==> src/rtl/em604_div_arbiter.sv <==
// Round-robin arbiter/sequencer sharing one sequential divider (loadA/loadB/ini/fim
// handshake) between two requesters, with local divide-by-zero and a WAIT watchdog.
module em604_div_arbiter #(
    parameter int WIDTH   = 8,
    parameter int TIMEOUT = 31
) (
    input  logic             clk,
    input  logic             rst,
    input  logic             req0,
    input  logic             req1,
    input  logic [WIDTH-1:0] a0,
    input  logic [WIDTH-1:0] b0,
    input  logic [WIDTH-1:0] a1,
    input  logic [WIDTH-1:0] b1,
    output logic             done0,
    output logic             done1,
    output logic             err0,
    output logic             err1,
    output logic [WIDTH-1:0] q0,
    output logic [WIDTH-1:0] r0,
    output logic [WIDTH-1:0] q1,
    output logic [WIDTH-1:0] r1,
    output logic             busy,
    output logic [WIDTH-1:0] div_A,
    output logic [WIDTH-1:0] div_B,
    output logic             div_loadA,
    output logic             div_loadB,
    output logic             div_ini,
    output logic             div_rst,
    input  logic [WIDTH-1:0] div_Q,
    input  logic [WIDTH-1:0] div_R,
    input  logic             div_fim
);

    localparam int WD_W = (TIMEOUT > 1) ? $clog2(TIMEOUT) : 1;
    localparam logic [WD_W-1:0] WD_LAST = WD_W'(TIMEOUT - 1);

    typedef enum logic [2:0] {
        IDLE,
        LOAD_A,
        LOAD_B,
        START,
        WAIT,
        RESP
    } state_t;

    state_t           state;
    state_t           next_state;

    logic             last_grant;
    logic             owner;
    logic             arm0;
    logic             arm1;
    logic             abort;
    logic [WD_W-1:0]  wdog;
    logic [WIDTH-1:0] op_a;
    logic [WIDTH-1:0] op_b;

    logic             elig0;
    logic             elig1;
    logic             grant;
    logic             grant_idx;
    logic [WIDTH-1:0] sel_a;
    logic [WIDTH-1:0] sel_b;
    logic             to_resp;
    logic             resp_idx;
    logic [WIDTH-1:0] res_q;
    logic [WIDTH-1:0] res_r;
    logic             res_err;
    logic             timed_out;

    // A zero divisor saturates the quotient to all-ones.
    function automatic logic [WIDTH-1:0] zero_div_quotient();
        zero_div_quotient = '1;
    endfunction

    assign elig0 = req0 & arm0;
    assign elig1 = req1 & arm1;

    always_ff @(posedge clk) begin
        if (rst) begin
            state <= IDLE;
        end else begin
            state <= next_state;
        end
    end

    always_comb begin
        next_state = state;
        grant      = 1'b0;
        grant_idx  = owner;
        sel_a      = '0;
        sel_b      = '0;
        to_resp    = 1'b0;
        resp_idx   = owner;
        res_q      = '0;
        res_r      = '0;
        res_err    = 1'b0;
        timed_out  = 1'b0;
        div_loadA  = 1'b0;
        div_loadB  = 1'b0;
        div_ini    = 1'b0;
        case (state)
            IDLE: begin
                if (elig0 | elig1) begin
                    grant     = 1'b1;
                    grant_idx = (elig0 & elig1) ? ~last_grant : elig1;
                    sel_a     = grant_idx ? a1 : a0;
                    sel_b     = grant_idx ? b1 : b0;
                    if (sel_b == '0) begin
                        next_state = RESP;
                        to_resp    = 1'b1;
                        resp_idx   = grant_idx;
                        res_q      = zero_div_quotient();
                        res_r      = sel_a;
                        res_err    = 1'b1;
                    end else begin
                        next_state = LOAD_A;
                    end
                end
            end
            LOAD_A: begin
                div_loadA  = 1'b1;
                next_state = LOAD_B;
            end
            LOAD_B: begin
                div_loadB  = 1'b1;
                next_state = START;
            end
            START: begin
                div_ini    = 1'b1;
                next_state = WAIT;
            end
            WAIT: begin
                // Completion wins over the watchdog on its last cycle.
                if (div_fim) begin
                    next_state = RESP;
                    to_resp    = 1'b1;
                    res_q      = div_Q;
                    res_r      = div_R;
                end else if (wdog == WD_LAST) begin
                    next_state = RESP;
                    to_resp    = 1'b1;
                    res_err    = 1'b1;
                    timed_out  = 1'b1;
                end
            end
            RESP: begin
                next_state = IDLE;
            end
            default: begin
                next_state = IDLE;
            end
        endcase
    end

    always_ff @(posedge clk) begin
        if (rst) begin
            last_grant <= 1'b1;
            owner      <= 1'b0;
            arm0       <= 1'b1;
            arm1       <= 1'b1;
            wdog       <= '0;
            abort      <= 1'b0;
            done0      <= 1'b0;
            done1      <= 1'b0;
            err0       <= 1'b0;
            err1       <= 1'b0;
            q0         <= '0;
            r0         <= '0;
            q1         <= '0;
            r1         <= '0;
        end else begin
            if (grant) begin
                last_grant <= grant_idx;
                owner      <= grant_idx;
            end
            wdog  <= (state == WAIT) ? wdog + WD_W'(1) : '0;
            abort <= timed_out;
            done0 <= to_resp & ~resp_idx;
            done1 <= to_resp & resp_idx;
            if (to_resp && !resp_idx) begin
                q0   <= res_q;
                r0   <= res_r;
                err0 <= res_err;
            end
            if (to_resp && resp_idx) begin
                q1   <= res_q;
                r1   <= res_r;
                err1 <= res_err;
            end
            // A port re-arms only once its request has been seen low after done.
            if (done0) begin
                arm0 <= 1'b0;
            end else if (!req0) begin
                arm0 <= 1'b1;
            end
            if (done1) begin
                arm1 <= 1'b0;
            end else if (!req1) begin
                arm1 <= 1'b1;
            end
        end
    end

    always_ff @(posedge clk) begin
        if (grant) begin
            op_a <= sel_a;
            op_b <= sel_b;
        end
    end

    assign busy    = (state != IDLE);
    assign div_A   = (state == LOAD_A || state == LOAD_B || state == START || state == WAIT) ? op_a : '0;
    assign div_B   = (state == LOAD_B || state == START || state == WAIT) ? op_b : '0;
    assign div_rst = rst | abort;

endmodule

==> config.mk <==
export PLATFORM = sky130hd
export DESIGN_NAME = em604_div_arbiter
export DESIGN_NICKNAME = d
export VERILOG_FILES = /design/src/rtl/em604_div_arbiter.sv
export SDC_FILE = /design/constraint.sdc
export NUM_CORES = 1
export LEC_CHECK = 0
export CELL_PAD_IN_SITES_DETAIL_PLACEMENT = 0
export CELL_PAD_IN_SITES_GLOBAL_PLACEMENT = 1
export CORE_ASPECT_RATIO = 0.9
export CORE_MARGIN = 2
export CORE_UTILIZATION = 35
export DETAILED_ROUTE_END_ITERATION = 6
export GPL_TIMING_DRIVEN = 0
export PLACE_DENSITY = 0.92
export SYNTH_ARGS = -nofsm -noshare
export SYNTH_HDL_FRONTEND = slang
export SYNTH_SLANG_ARGS = --single-unit
==> constraint.sdc <==
create_clock -name clk -period 2.3 [get_ports clk]
set_input_delay 0.69 -clock clk [delete_from_list [all_inputs] [get_ports clk]]
set_output_delay 0.69 -clock clk [all_outputs]
set_load 0.02 [all_outputs]
==> metrics <==
failing checks=negative setup slack; DP HPWL=slightly below 7000 um; Util after Layout=54.4%; skew final=0.0125 ns; Reg2Reg Capture Point=r0[6]; largest family of logic cells by synthesized area=compound AO/OA/AOI/OAI gates; Reg clk slew, reported paths=0.07 ns; First-pass DRT Iterations=4; RSZ-0062 raised after global routing=true; final net count=506; Starting Density=a little over a third; Die Wd=between 100 and 150 um; Root Driver=clkbuf_8; top cells by count, synth=dfxtp_1 (49), nand2_1 (38), a311oi_1 (18); Syn Area/Cell=roughly 10 um^2; # H-tree levels=3; Min-Delay Path Class=register to register; maximum achievable frequency=between 400 and 500 MHz; diode count=0; CTS sink cnt=65; GRT Total Usage=between 10% and 20%; grt total ovfl=0; Tcrit/Tclk final=100%; initial antenna violation count=0; CP max stage delay=~0.53 ns; met2 GRT Util=31.6%; synthesis-stage register bit count=65; critical path class=primary input to register; hold endpoint=arm0; Die Footprint=between 0.01 and 0.015 mm^2; Hold Path Depth=1; largest fanout on the critical path=5; Die Ht=roughly 96 um; crit path time final=2.30 ns; biggest area consumer among synthesized cells=dfxtp_1; core area=0.00913 mm^2; Power, Total=between 2 and 3 mW; reg2reg start=state[1]; Crit path max-delay family=buffers and inverters; cell count after placement=roughly 550; PD cells=~590 mW/mm^2; Design Area, Final=0.00497 mm^2; M3 GR Usage=approximately 4.4%; total CTS buffers=9; syn nets=376; WP data required=roughly 2.5 ns; DRT antenna net count=0; grt peak-use layer=met2; multiplexer share of the synthesized area=0.303%; row cnt=33; Setup crit end kind=register; Synth Area in Simple Gates=between 10% and 20%; via count=3070; CTS tree=built; CP Depth=7; worst path cell trace=clkdlybuf4s50_1 > or4_4 > a211oi_4 > buf_6 > buf_8 > o221ai_2 > a311oi_1; status=finished, violations left; main area contributors after synthesis=dfxtp_1 (30%), edfxtp_1 (15%), a311oi_1 (4.8%), nand2_1 (4.3%), a211oi_1 (3.6%); RePlAce Congestion=between 0.8 and 0.9; Startpoint Class=primary input; Final Non-Filler Cells=578; clock latency on the worst-skew pair=around 0.34 ns; first-pass GRT wire length=between 15000 and 20000 um; Static Leak=roughly 1.8 nW; DRC=0; number of synthesized flops with an enable pin=16; Compound-Gate Fraction of Synth Area=27.6%; register area share after synthesis=between 40% and 50%; via density per instance=5.31; pin count of the biggest net entering global routing=26; hold_sp=done0; XOR/XNOR share of the synthesized area=between 1 and 1.5%; slew of the pin with the lowest slew margin=0.651 ns; Final Hold Vio Count=0; Synth top area share=just under 30%; Finish-stage setup viols=1; Area growth syn-to-layout=50.6%; Cell Area, Placed=approximately 0.0045 mm^2; Post-synth ARST share=0%; Worst Reg-to-Reg Cells=9; Boundary Pins=110; Max Slew Vio Count=0; count leader, synth=dfxtp_1; Synth Flop Type=dfxtp_1; final setup TNS=-0.00496 ns; Adder-Cell Fraction of Synth Area=less than 1%; number of global-route vias before repair=roughly 3100; max_cap viols=0; final WL=10000 um; IO Port Bufs=108; Setup WS pre-CTS=-0.446 ns; min setup slack post-route=-0.00496 ns; Mapped Cells=321; maximum VDD drop=282 uV; Unique masters post-synth=62; Rel. slew slack=between 50% and 60%; drt wl/cell=approximately 17 um; Buf/Inv on CP=3; initial drt markers=137; worst hold slack=between 0.4 and 0.5 ns; CP max-delay cell=or4_4; grt met1 use=26.1%; Cell Area, Synth=0.00330 mm^2; Worst Path Arrival=around 2.5 ns; R2R setup slack=0.22 ns; Syn. warnings=0; clock buffer depth=2; share of layout cells above drive strength 1=between 20% and 30%
[flip-flops by register name, indices dropped and copies added (netlist names), 3 cells and up]
| name | count |
|---|---|
| op_a | 8 |
| op_b | 8 |
| q0 | 8 |
| q1 | 8 |
| r0 | 8 |
| r1 | 8 |
| wdog | 5 |
| state | 3 |
[cell families after synthesis]
group / Yosys count
AND/OR/NAND/NOR: 101
AO/OA/AOI/OAI: 100
flip-flops: 65
buffers and inverters: 47
XOR/XNOR: 5
adder cells (fa/ha/maj): 2
multiplexers: 1
[layer usage]
layer,wire (um),vias up
met5,0,-
met4,124,0
met3,620,12
met2,4890,117
met1,4380,1472
li1,-,1469
[worst reg2reg max path: stages, from the launching register on]
cell and delay, ns:
dfxtp_2 0.31, buf_6 0.12, nor2_4 0.12, buf_6 0.15, buf_4 0.12, and3_1 0.15
buf_4 0.15, clkbuf_1 0.40, nand2_1 0.15, a311oi_1 0.32
[area by class of cell]
class	count	area (um^2)
Buffer	27	256
Fill cell	780	4160
Clock buffer	13	149
Clock inverter	3	17.5
Timing Repair Buffer	120	1180
Multi-Input combinational cell	210	1680
Tap cell	122	153
Inverter	18	70.1
Sequential cell	65	1470
[where the power goes]
part	internal (mW)	leakage [nW]	total [mW]	switching, mW
Sequential	1.27	0.558	1.30	0.0287
Clock	0.418	0.0834	0.847	0.428
Combinational	0.374	1.15	0.795	0.421
Total	2.06	1.79	2.94	0.878
[how the worst max path moves through the flow]
stage / startpoint / endpoint / slack (ns)
2_1_floorplan: b0[0] / q0[0] / 0.19
3_3_place_gp: b0[0] / q0[6] / -0.42
3_5_place_dp: b0[0] / q0[2] / -0.45
4_1_cts: state[1] / div_A[7] / -0.02
5_1_grt: b0[1] / r0[2] / -0.04
6_report: b0[1] / r0[6] / -0.005
[cell usage in the layout (no fill, tap or decap), types with 8 or more instances in the layout]
| master | synthesis | layout |
|---|---|---|
| nand2_1 | 38 | 38 |
| nor2_1 | 11 | 11 |
| a221oi_2 | 8 | 9 |
| buf_4 | 2 | 11 |
| clkbuf_8 | 2 | 13 |
| dfxtp_1 | 49 | 46 |
| a211oi_1 | 16 | 15 |
| buf_6 | 8 | 15 |
| clkdlybuf4s50_1 | 0 | 82 |
| a311oi_1 | 18 | 14 |
| a21oi_1 | 11 | 11 |
| o21a_1 | 8 | 8 |
| inv_1 | 17 | 17 |
| edfxtp_1 | 16 | 16 |
| nor2b_1 | 10 | 10 |
| dlygate4sd2_1 | 0 | 8 |
[repair_timing]
item / 4_1_cts / 5_1_grt
resized for setup: 87 / 28
hold buffers: 0 / 0
setup buffers: 8 / 2
endpoints found under the setup margin: 55 / 54
cloned: 3 / 0
pin swaps: 16 / 16
No activity file was read; power rests on OpenSTA's default activity.
